## src/rtl/adc_scan_sequencer.sv

```systemverilog
// adc_scan_sequencer: steps the DG408 mux through the enabled channels,
// runs one SPI ADC conversion per channel and keeps the 12-bit results
// in a per-channel bank that the MCU reads through the register bus.
module adc_scan_sequencer #(
  parameter int NUM_CHANNELS  = 8,
  parameter int SETTLE_CYCLES = 50,
  parameter int ADC_INPUT     = 0
) (
  input  logic        sysclk,
  input  logic        sysreset,
  input  logic [15:0] data_in,
  input  logic        ctrl_load,
  input  logic        sel_load,
  output logic [15:0] status_out,
  output logic [15:0] result_out,
  output logic [15:0] spi_mo_data,
  output logic        spi_mo_load,
  input  logic        spi_busy,
  input  logic [15:0] spi_mi_data,
  output logic [3:0]  anmux_ctrl,
  output logic        scan_done
);

  localparam logic [7:0]  VALID_MASK  = 8'((9'd1 << NUM_CHANNELS) - 9'd1);
  localparam logic [9:0]  SETTLE_LOAD = 10'(SETTLE_CYCLES - 1);
  localparam logic [15:0] SPI_CMD     = 16'((ADC_INPUT & 7) << 11);

  typedef enum logic [2:0] {
    IDLE, MUX_SET, SETTLE, ISSUE, WAIT_START, WAIT_DONE, STORE, NEXT
  } state_t;

  state_t      state, state_next;
  logic [2:0]  ch, ch_next;
  logic [9:0]  settle_cnt;
  logic        run, oneshot, done, overrun;
  logic [7:0]  mask;
  logic [2:0]  sel;
  logic [11:0] bank [8];

  logic        active;
  logic        any_enabled;
  logic [2:0]  low_ch;
  logic        higher_found;
  logic [2:0]  higher_ch;

  // Bits of the bus words this block has no use for.
  logic unused_bits;
  assign unused_bits = &{1'b0, data_in[7:3], spi_mi_data[15:12]};

  assign active      = run | oneshot;
  assign any_enabled = |mask;

  // Find the lowest enabled channel and the next enabled channel above ch.
  always_comb begin
    low_ch       = 3'd0;
    higher_ch    = 3'd0;
    higher_found = 1'b0;
    for (int i = 7; i >= 0; i--) begin
      if (mask[i]) low_ch = 3'(i);
    end
    for (int i = 0; i < 8; i++) begin
      if (mask[i] && (i > int'(ch)) && !higher_found) begin
        higher_found = 1'b1;
        higher_ch    = 3'(i);
      end
    end
  end

  // Next-state logic; an abort only takes effect outside the SPI transfer.
  always_comb begin
    state_next = state;
    ch_next    = ch;
    scan_done  = 1'b0;
    case (state)
      IDLE: begin
        if (active && any_enabled) begin
          state_next = MUX_SET;
          ch_next    = low_ch;
        end
      end
      MUX_SET:    state_next = active ? SETTLE : IDLE;
      SETTLE: begin
        if (!active)              state_next = IDLE;
        else if (settle_cnt == 0) state_next = ISSUE;
      end
      ISSUE:      state_next = WAIT_START;
      WAIT_START: if (spi_busy)  state_next = WAIT_DONE;
      WAIT_DONE:  if (!spi_busy) state_next = STORE;
      STORE:      state_next = active ? NEXT : IDLE;
      NEXT: begin
        if (!active) begin
          state_next = IDLE;
        end else if (higher_found) begin
          state_next = MUX_SET;
          ch_next    = higher_ch;
        end else begin
          scan_done = 1'b1;
          if (run && any_enabled) begin
            state_next = MUX_SET;
            ch_next    = low_ch;
          end else begin
            state_next = IDLE;
          end
        end
      end
      default:    state_next = IDLE;
    endcase
    if (state_next == IDLE) ch_next = 3'd0;
  end

  // State and channel registers.
  always_ff @(posedge sysclk) begin
    if (sysreset) begin
      state <= IDLE;
      ch    <= 3'd0;
    end else begin
      state <= state_next;
      ch    <= ch_next;
    end
  end

  // Settle counter: loaded in MUX_SET so SETTLE lasts SETTLE_CYCLES cycles.
  always_ff @(posedge sysclk) begin
    if (sysreset) begin
      settle_cnt <= 10'd0;
    end else if (state == MUX_SET) begin
      settle_cnt <= SETTLE_LOAD;
    end else if (state == SETTLE && settle_cnt != 0) begin
      settle_cnt <= settle_cnt - 10'd1;
    end
  end

  // Control word, sticky flags and result select; a flag set beats a clear.
  always_ff @(posedge sysclk) begin
    if (sysreset) begin
      run     <= 1'b0;
      oneshot <= 1'b0;
      mask    <= 8'h00;
      done    <= 1'b0;
      overrun <= 1'b0;
      sel     <= 3'd0;
    end else begin
      if (scan_done && !run) oneshot <= 1'b0;
      if (ctrl_load) begin
        run     <= data_in[0];
        oneshot <= data_in[1];
        mask    <= data_in[15:8] & VALID_MASK;
        if (data_in[2]) begin
          done    <= 1'b0;
          overrun <= 1'b0;
        end
      end
      if (scan_done) begin
        done <= 1'b1;
        if (done) overrun <= 1'b1;
      end
      if (sel_load) sel <= data_in[2:0];
    end
  end

  // Result bank written once per conversion in STORE.
  always_ff @(posedge sysclk) begin
    if (sysreset) begin
      for (int i = 0; i < 8; i++) bank[i] <= 12'h000;
    end else if (state == STORE) begin
      bank[ch] <= spi_mi_data[11:0];
    end
  end

  assign spi_mo_data = SPI_CMD;
  assign spi_mo_load = (state == ISSUE);
  assign anmux_ctrl  = (state == IDLE) ? 4'b0000 : {1'b1, ch};
  assign result_out  = (int'(sel) < NUM_CHANNELS) ? {4'h0, bank[sel]} : 16'h0000;
  // done/overrun show the flag being set in the NEXT cycle itself.
  assign status_out  = {mask, 1'b0, ch, run,
                        overrun | (scan_done & done),
                        done | scan_done,
                        state != IDLE};

endmodule

```

## config.mk

```make
export PLATFORM = sky130hd
export DESIGN_NAME = adc_scan_sequencer
export DESIGN_NICKNAME = d
export VERILOG_FILES = /design/src/rtl/adc_scan_sequencer.sv
export SDC_FILE = /design/constraint.sdc
export NUM_CORES = 1
export LEC_CHECK = 0
export CAP_MARGIN = 20
export CORE_UTILIZATION = 25
export DETAILED_ROUTE_END_ITERATION = 7
export HOLD_SLACK_MARGIN = 0.1
export PLACE_DENSITY = 0.51
export SETUP_SLACK_MARGIN = 0.05
export SLEW_MARGIN = 5
export SYNTH_ARGS = -nofsm -noshare
export SYNTH_HDL_FRONTEND = slang
export SYNTH_SLANG_ARGS = --single-unit
```

## constraint.sdc

```tcl
create_clock -name sysclk -period 3.81 [get_ports sysclk]
set_input_delay 0.762 -clock sysclk [delete_from_list [all_inputs] [get_ports sysclk]]
set_output_delay 0.762 -clock sysclk [all_outputs]
set_load 0.005 [all_outputs]
```

### Word-level counts from Yosys, hierarchy flattened

Memory sizes are Yosys's and may differ from the RTL's. A register that Yosys moved wholly into a read port is not among the register bits.
Index checks and enable logic that the tools add are counted.

| word-level totals | value |
|---|---|
| bits in registers | 31 |
| latch bits | 0 |
| bits in writable memories | 96 |
| bits in read-only memories | 0 |
| bits of input ports | 37 |
| word-level logic and storage cells | 136 |
| memories kept | 1 |

Memory list:

| memory | words | bits a word | read ports | clocked after Yosys merged registers in | write ports | RTL line | source |
|---|---|---|---|---|---|---|---|
| bank | 8 | 12 | 1 | 1 | 8 | 38 | `logic [11:0] bank [8];` |

| cells by class | value |
|---|---|
| $add $sub $neg | 1 |
| multiply operators | 0 |
| div/mod/pow operators | 0 |
| $lt $le $gt $ge | 7 |
| equal/unequal tests | 10 |
| shift operators | 0 |
| mux-type cells | 63 |
| bitwise gates (word level) | 4 |
| reduce and logical (&&, ||, !) cells | 40 |

Operators by type and width:

| kind | count |
|---|---|
| 2-to-1 mux 3 bit | 27 |
| 2-to-1 mux 1 bit | 29 |
| one-hot mux 3 bit (8 select lines) | 1 |
| logical AND 1 bit | 17 |
| == test 3 bit (second input constant) | 4 |
| greater-than comparator 3 bit (first input constant) | 4 |
| 2-to-1 mux 12 bit | 1 |
| 2-to-1 mux 6 bit | 2 |
| OR reduction 12 bit | 1 |
| logical NOT 10 bit | 1 |
| nonzero test 10 bit | 1 |
| nonzero test 2 bit | 5 |
| subtractor 10 x 1 -> 10 bit (second input constant) | 1 |
| OR reduction 8 bit | 1 |
| logical NOT 1 bit | 7 |
| == test 3 x 2 -> 1 bit (second input constant) | 2 |
| greater-than comparator 2 x 3 -> 1 bit (first input constant) | 2 |
| logical NOT 3 bit | 2 |
| one-hot mux 3 bit (2 select lines) | 1 |
| 2-to-1 mux 4 bit | 1 |
| != test 2 bit (second input constant) | 2 |
| AND reduction 4 bit | 1 |
| OR reduction 2 bit | 2 |
| == test 3 x 1 -> 1 bit (second input constant) | 1 |
| 7 further kinds | 9 |

### Logic depth before layout (Yosys ltp)

| logic depth | value |
|---|---|
| depth in word-level cells | 27 |
| mapped depth | 8 |
| gate-level depth less buffers | 8 |

### Least setup slack after synthesis

OpenSTA, ideal clock, no wires.

| timing path | value |
|---|---|
| path type | register to output |
| start point | reg (tool-made name) |
| end point | out result_out[0] |
| arrival time | 1.704 ns |
| data required time | 3.048 ns |
| setup slack | 1.344 ns |
| cell stages (with the launch flop) | 5 |
| path buffers | 2 |
| cells stage by stage | dfxtp_1 -> clkbuf_1 -> buf_2 -> mux4_2 -> mux2_2 |

RTL lines:

| what | RTL line | source |
|---|---|---|
| to (decl) | 15 | `output logic [15:0] result_out,` |

### Worst setup path after layout

| timing path | value |
|---|---|
| start point | reg ch[1] |
| end point | out status_out[2] |

| between the ends | value |
|---|---|
| longest elaborated chain between the ends | 26 |
| elaborated cells on any way between the ends | 38 |
| classes of those cells | order compare: 7; mux: 10; bitwise: 2; reduce/logical: 19 |

RTL lines:

| what | RTL line | source |
|---|---|---|
| from (decl) | 33 | `logic [2:0] ch, ch_next;` |
| from (signal assigned) | 118 | `ch <= ch_next;` |
| greater-than comparator 1 x 3 -> 1 bit | 62 | `if (mask[i] && (i > int'(ch)) && !higher_found) begin` |
| logical AND 1 bit | 62 |  |
| 2-to-1 mux 1 bit | 62 |  |
| logical NOT 1 bit | 62 |  |
| logical AND 1 bit | 62 |  |
| 2-to-1 mux 1 bit | 62 |  |
| logical NOT 1 bit | 62 |  |
| logical AND 1 bit | 62 |  |
| [10 not listed] | -- |  |
| logical NOT 1 bit | 62 |  |
| logical AND 1 bit | 62 |  |
| 2-to-1 mux 1 bit * | 62 |  |
| 2-to-1 mux 1 bit * | 93 | `end else if (higher_found) begin` |
| 2-to-1 mux 1 bit * | 91 | `if (!active) begin` |
| 2-to-1 mux 1 bit * | 74 | `case (state)` |
| bitwise AND 1 bit * | 176 | `overrun \| (scan_done & done),` |
| OR 1 bit * | 176 |  |
| to (decl) | 14 | `output logic [15:0] status_out,` |

Every way passes the cells marked *; elsewhere a longest branch is shown, timed or not.

==> metrics.txt <==
CP endpoint kind=primary output; Clock Skew=~0.013 ns; Mapped Avg Cell Area=approximately 13 µm²; DP HPWL=about 9400 µm; Area Growth Syn to Fin=24.0%; Layout Nets=roughly 600; Psw=0.000815 W; Final Hold Vio Count=0; Max Cap Viol=0; measured slew at the worst slew-check pin=between 0.7 and 0.8 ns; initial antenna violation count=0; sequential share of the synthesized area=between 50 and 60%; global route total overflow=0; DP Area=slightly above 0.007 mm²; clk buf depth=2; largest net degree at the start of global routing=33; Wirelength per Cell=about 16 µm; setup_tns=0 ns; static leakage=2.79 nW; Net Sw Frac=~23%; VDD IR max=roughly 0.00023 V; startpoint types=flop; die width=roughly 160 µm; CP arrival=about 2.7 ns; gr usage total=a little under an eighth; Yosys Warn Count=0; ys flop type=edfxtp_1; Worst Setup Path Type=reg -> out; # port buffers=60; Initial DRC Count=133; placer congestion estimate=around 0.78; clk slew on worst S/H paths=roughly 0.06 ns; die area=0.0257 mm²; postcts setup bufs=0; post-route ant nets=0; Filler cells=between 2000 and 2500; Rel. slew slack=between 40% and 50%; mapped cell area=roughly 0.0063 mm²; clk_lat worst skew=0.42 ns; routed vias/inst=4.35; vias in the first global route=between 3000 and 4000; first-pass GRT wire length=about 22000 µm; Die Span Y=160 µm; synth top area cells=edfxtp_1 46%, dfxtp_1 11%, and2_1 10%; Period minus WS final=3.46 ns; internal power=about 0.0028 W; Total Wirelength=roughly 15000 µm; htree depth=4; Clock Sinks=between 100 and 150; CP max FO=14; worst hold path class=reg -> reg; number of flops mapped to enable cells by yosys=96; Power Dens Cells=approximately 460 mW/mm²; CTS tree=yes; ANT cells=0; effective utilization at floorplan=between 20 and 30%; I/O Pins=91; ys async rst share=0%; share of cells above drive strength 1=between 10% and 20%; DRC Markers=0; Setup Viol. Count Final=0; CTS root buffer=clkbuf_16; max-slew violation count=0; Worst EP required=between 3 and 4 ns; Final period util=90.8%; sequential share of power=44.8%; f_max=around 290 MHz; Netlist cell types=around 50; Synth area leader=edfxtp_1; row count=57; RSZ-0062 raised after global routing=false; CORE AREA=roughly 0.024 mm²; post-layout instance area=just under 0.008 mm²; Via Count=between 3000 and 4000; Comb pwr share=around 8.4%; Syn Inst Count=between 400 and 500; CTS buffer count=17; status=completed; Yosys top cell area share=between 40% and 50%; FF+latch count, synth=130; Clock power frac=46.9%; DR pass1 iterations=4
==> cell families after synthesis <==
logic type / Yosys count / synth area share (%)
simple gates: 207 / 19.1
flops: 130 / 56.9
buf+inv: 52 / 4.64
mux: 49 / 12.9
compound gates: 48 / 4.96
xor+xnor: 7 / 0.980
fa+ha+maj: 2 / 0.400
other cells: 1 / 0.0599
==> stage by stage <==
stage	hold WS (ns)	util (%)	total power (W)	setup WS, ns	cells
after floorplan	0.431	-	0.00180	1.34	516
after global placement	0.447	29.2	0.00193	0.633	864
after detailed placement	0.465	29.2	0.00193	0.625	864
after CTS	0.476	31.7	0.00362	0.126	896
after global routing	0.493	31.7	0.00371	0.0813	896
final	0.477	31.7	0.00357	0.350	896
==> worst max-delay path: stages (launching register included) <==
cell	delay (ns)
dfxtp_1	0.62
nor2b_1	0.11
o21ai_0	0.32
nand3_1	0.21
nor3_2	0.34
nand2_1	0.11
nand2b_1	0.08
clkdlybuf4s50_1	0.49
==> cell usage in the layout (no fill, tap or decap), types with 3 or more instances in the layout <==
master,count
nor2b_1,7
edfxtp_1,96
buf_4,11
bufinv_16,3
nand2b_1,6
xor2_1,3
clkbuf_16,17
mux2_2,13
xnor2_1,4
inv_6,5
dfxtp_1,33
nor3_1,7
conb_1,21
inv_1,5
mux4_2,24
or2_2,9
clkdlybuf4s50_1,60
o21ai_0,12
o22ai_1,3
nand2_1,11
nor3_2,3
nor2_1,42
mux2i_1,12
and2_1,102
nand3_1,4
o2bb2ai_1,3
a21oi_1,15
a31oi_1,3
==> flip-flops by register name, summed over array words and instances (netlist names), named ones only <==
register	cells
mask	8
run	1
sel	3
ch	3
oneshot	1
overrun	1
done	1
settle_cnt	10
state	3
bank	96
==> synthesized netlist by cell type (2+ instances only) <==
cell	count
xor2_1	3
nor3_1	7
nand3_1	4
buf_4	24
o22ai_1	3
inv_1	5
mux2_2	13
a21oi_1	15
a211oi_1	2
mux4_2	24
clkbuf_1	17
or3_1	2
nor3_2	3
or2_1	2
dfxtp_1	34
o31ai_1	2
and2_1	102
mux2i_1	12
nand2b_1	6
nor2_1	42
buf_2	4
xnor2_1	4
nor2b_1	7
edfxtp_1	96
o21ai_0	12
a31oi_1	3
nand2_1	11
o2bb2ai_1	3
or4_1	2
buf_1	2
o41ai_1	2
or2_2	9
nand3b_1	2
ha_1	2
==> timing repair <==
action	in CTS	in global routing
gates resized for setup	0	1
hold buffers	0	0
endpoints found under the setup margin	0	2
==> area by class of cell <==
type	instances	area, µm²	share of cell area (%)
flip-flops and latches	130	3560	46.0
multi-input cells	334	2480	32.0
repair buffers	71	683	8.81
clock buffers	18	429	5.53
well taps	324	405	5.23
clock inverters	14	176	2.27
inverters	5	18.8	0.242
==> per-layer routing <==
layer | share of wire [%] | vias to the layer above | GRT usage (%)
li1 | - | 1863 | -
met1 | 43 | 1890 | 14.8
met2 | 50 | 128 | 19.2
met3 | 5.9 | 14 | 3.25
met4 | 0.94 | 0 | 3.51
met5 | 0 | - | 0
==> power by group through the flow <==
stage               clock (W)  combinational (W)  sequential, W
floorplan                   0           0.000190        0.00161
global placement            0           0.000300        0.00163
detailed placement          0           0.000303        0.00163
CTS                   0.00171           0.000305        0.00160
global route          0.00177           0.000326        0.00161
finish                0.00167           0.000298        0.00160
==> final timing paths <==
kind	start	end	slack, ns	depth (start not counted)
min	overrun	overrun	0.48	2
max	ch[1]	status_out[2]	0.35	7
min reg2reg	overrun	overrun	0.48	2
max reg2reg	state[2]	bank[1][0]	1.55	5
Note: power is estimated with default switching activity, not from simulation.
==> patch: new RTL, same settings <==
Reset style: asynchronous (`sysreset`), changed in 4 clocked blocks.
--- a/src/rtl/adc_scan_sequencer.sv
+++ b/src/rtl/adc_scan_sequencer.sv
@@ -109,7 +109,7 @@
   end
 
   // State and channel registers.
-  always_ff @(posedge sysclk) begin
+  always_ff @(posedge sysclk or posedge sysreset) begin
     if (sysreset) begin
       state <= IDLE;
       ch    <= 3'd0;
@@ -120,7 +120,7 @@
   end
 
   // Settle counter: loaded in MUX_SET so SETTLE lasts SETTLE_CYCLES cycles.
-  always_ff @(posedge sysclk) begin
+  always_ff @(posedge sysclk or posedge sysreset) begin
     if (sysreset) begin
       settle_cnt <= 10'd0;
     end else if (state == MUX_SET) begin
@@ -131,7 +131,7 @@
   end
 
   // Control word, sticky flags and result select; a flag set beats a clear.
-  always_ff @(posedge sysclk) begin
+  always_ff @(posedge sysclk or posedge sysreset) begin
     if (sysreset) begin
       run     <= 1'b0;
       oneshot <= 1'b0;
@@ -159,7 +159,7 @@
   end
 
   // Result bank written once per conversion in STORE.
-  always_ff @(posedge sysclk) begin
+  always_ff @(posedge sysclk or posedge sysreset) begin
     if (sysreset) begin
       for (int i = 0; i < 8; i++) bank[i] <= 12'h000;
     end else if (state == STORE) begin
Function: differs if sysreset is asserted again (counterexample within 4 cycles, from zero or initial values and one cycle with sysreset high); with sysreset held inactive, the same outputs for 10 cycles.
==> patch against the unedited design <==
Sequential cell count shrank 3; final area fell by 0.84%; synthesized cell count decreased by 5.6%; via count rose by 1.7%; wire length shrank 2.6%; synthesized area is 1.3% lower; setup slack got worse by 16 ps.
Power is not compared: it rests on default switching activity, and its combinational part moved more than twofold at a synthesized area within 25%.
==> patch: results (changes against the unedited design) <==
[outcome]
status=complete, no violations

[worst_setup_path]
crit_start=ch[1]
regToRegStartpoint=state[1]
regToRegSetupSlack_ps=1280  ; -270 ps
critPathMaxFanout=12  ; -2
arrival_ps=2710  ; about the same
rr_endpoint=bank[31]

[finish]
drive_above_1_share_pct=35.0  ; +18 points
nets=570  ; -4.7%
instances_no_fill=869  ; -3.0%

[synthesis]
synth-async-reset-ratio_pct=100  ; +100 points
seq_area_frac_synth_pct=51.5  ; -5.5 points
synth-edff-count=0  ; -100%

[hold_path]
whs_path_depth=1  ; -1
whs_endpoint=bank[17]

[timing]
finalClockSkew_ps=5.82  ; -6.94 ps
holdWs_ps=498  ; +21.3 ps

[place]
place_area_um2=7100  ; -0.68%
post-place-ws_ps=693  ; +68.1 ps
place_inst=837  ; -3.1%
hpwl_um=9310  ; -0.87%
gp_congestion=0.793  ; +2.3%

[global_route]
grtUsageTotal_pct=12.0  ; +0.31 points
grt_max_degree=57  ; +73%
grt_pass1_wl_um=23400  ; +4.6%
grt_pass1_vias=4242  ; +6.2%

[drt]
dr_total_vias=3963  ; +1.7%
drt_iter0_markers=165  ; +24%

==> patch: cell count changes after synthesis, sizes merged, moves of 9 or more <==
cell	change
mux2	+104
mux2i	-11
and2	-103
dfxtp	-34
nor2	-25
or2	-9
dfrtp	+127
nand2	+11
edfxtp	-96
==> patch: final cells by class <==
class / count / area [um2]
sequential: 127 / 3180
multi-input combinational: 302 / 2770
tap: 324 / 405
inverter: 13 / 52.6
fill: 2418 / 16600
clock buffer: 21 / 450
clock inverter: 11 / 139
timing repair buffer: 71 / 696
==> patch: worst max-delay path by stage <==
| stage | endpoint | slack [ps] | cells past startpoint |
|---|---|---|---|
| after floorplan | result_out[0] | 1270 | 4 |
| after global placement | status_out[2] | 740 | 7 |
| after detailed placement | status_out[2] | 690 | 7 |
| after CTS | status_out[2] | 220 | 7 |
| after global routing | status_out[2] | 70 | 8 |
| final | status_out[2] | 330 | 8 |
==> patch: where the power goes <==
group,switching [mW],internal (mW),leakage [nW]
clock network,0.575,1.04,0.287
logic,0.505,0.762,1.37
registers,0.272,1.71,1.61
total,1.35,3.52,3.27
==> patch: kinds of logic (layout without fill, tap and decap cells) <==
logic type | Yosys count | after routing | share of synthesized area [%]
xor+xnor | 5 | 5 | 0.709
mux | 142 | 142 | 30.3
flops | 127 | 127 | 51.5
simple gates | 80 | 80 | 6.47
fa+ha+maj | 1 | 1 | 0.203
buf+inv | 59 | 116 | 5.17
compound gates | 53 | 53 | 5.65
other cells | 1 | 21 | 0.0607
==> patch: critical path, cell delays in order, from the launching register on <==
cell and delay (ps):
dfrtp_1 590, inv_1 240, a21oi_1 230, o31a_1 180, nand2_1 110, nor3_1 160
buf_4 170, a21o_1 110, clkdlybuf4s50_1 500
==> patch: metal layers <==
metal	part of all wire [%]	vias up	global-route usage [%]
met1	45	2022	15.7
met3	4.9	15	3.39
met5	0	-	0
met4	1.3	0	3.50
met2	48	127	19.3
li1	-	1799	-
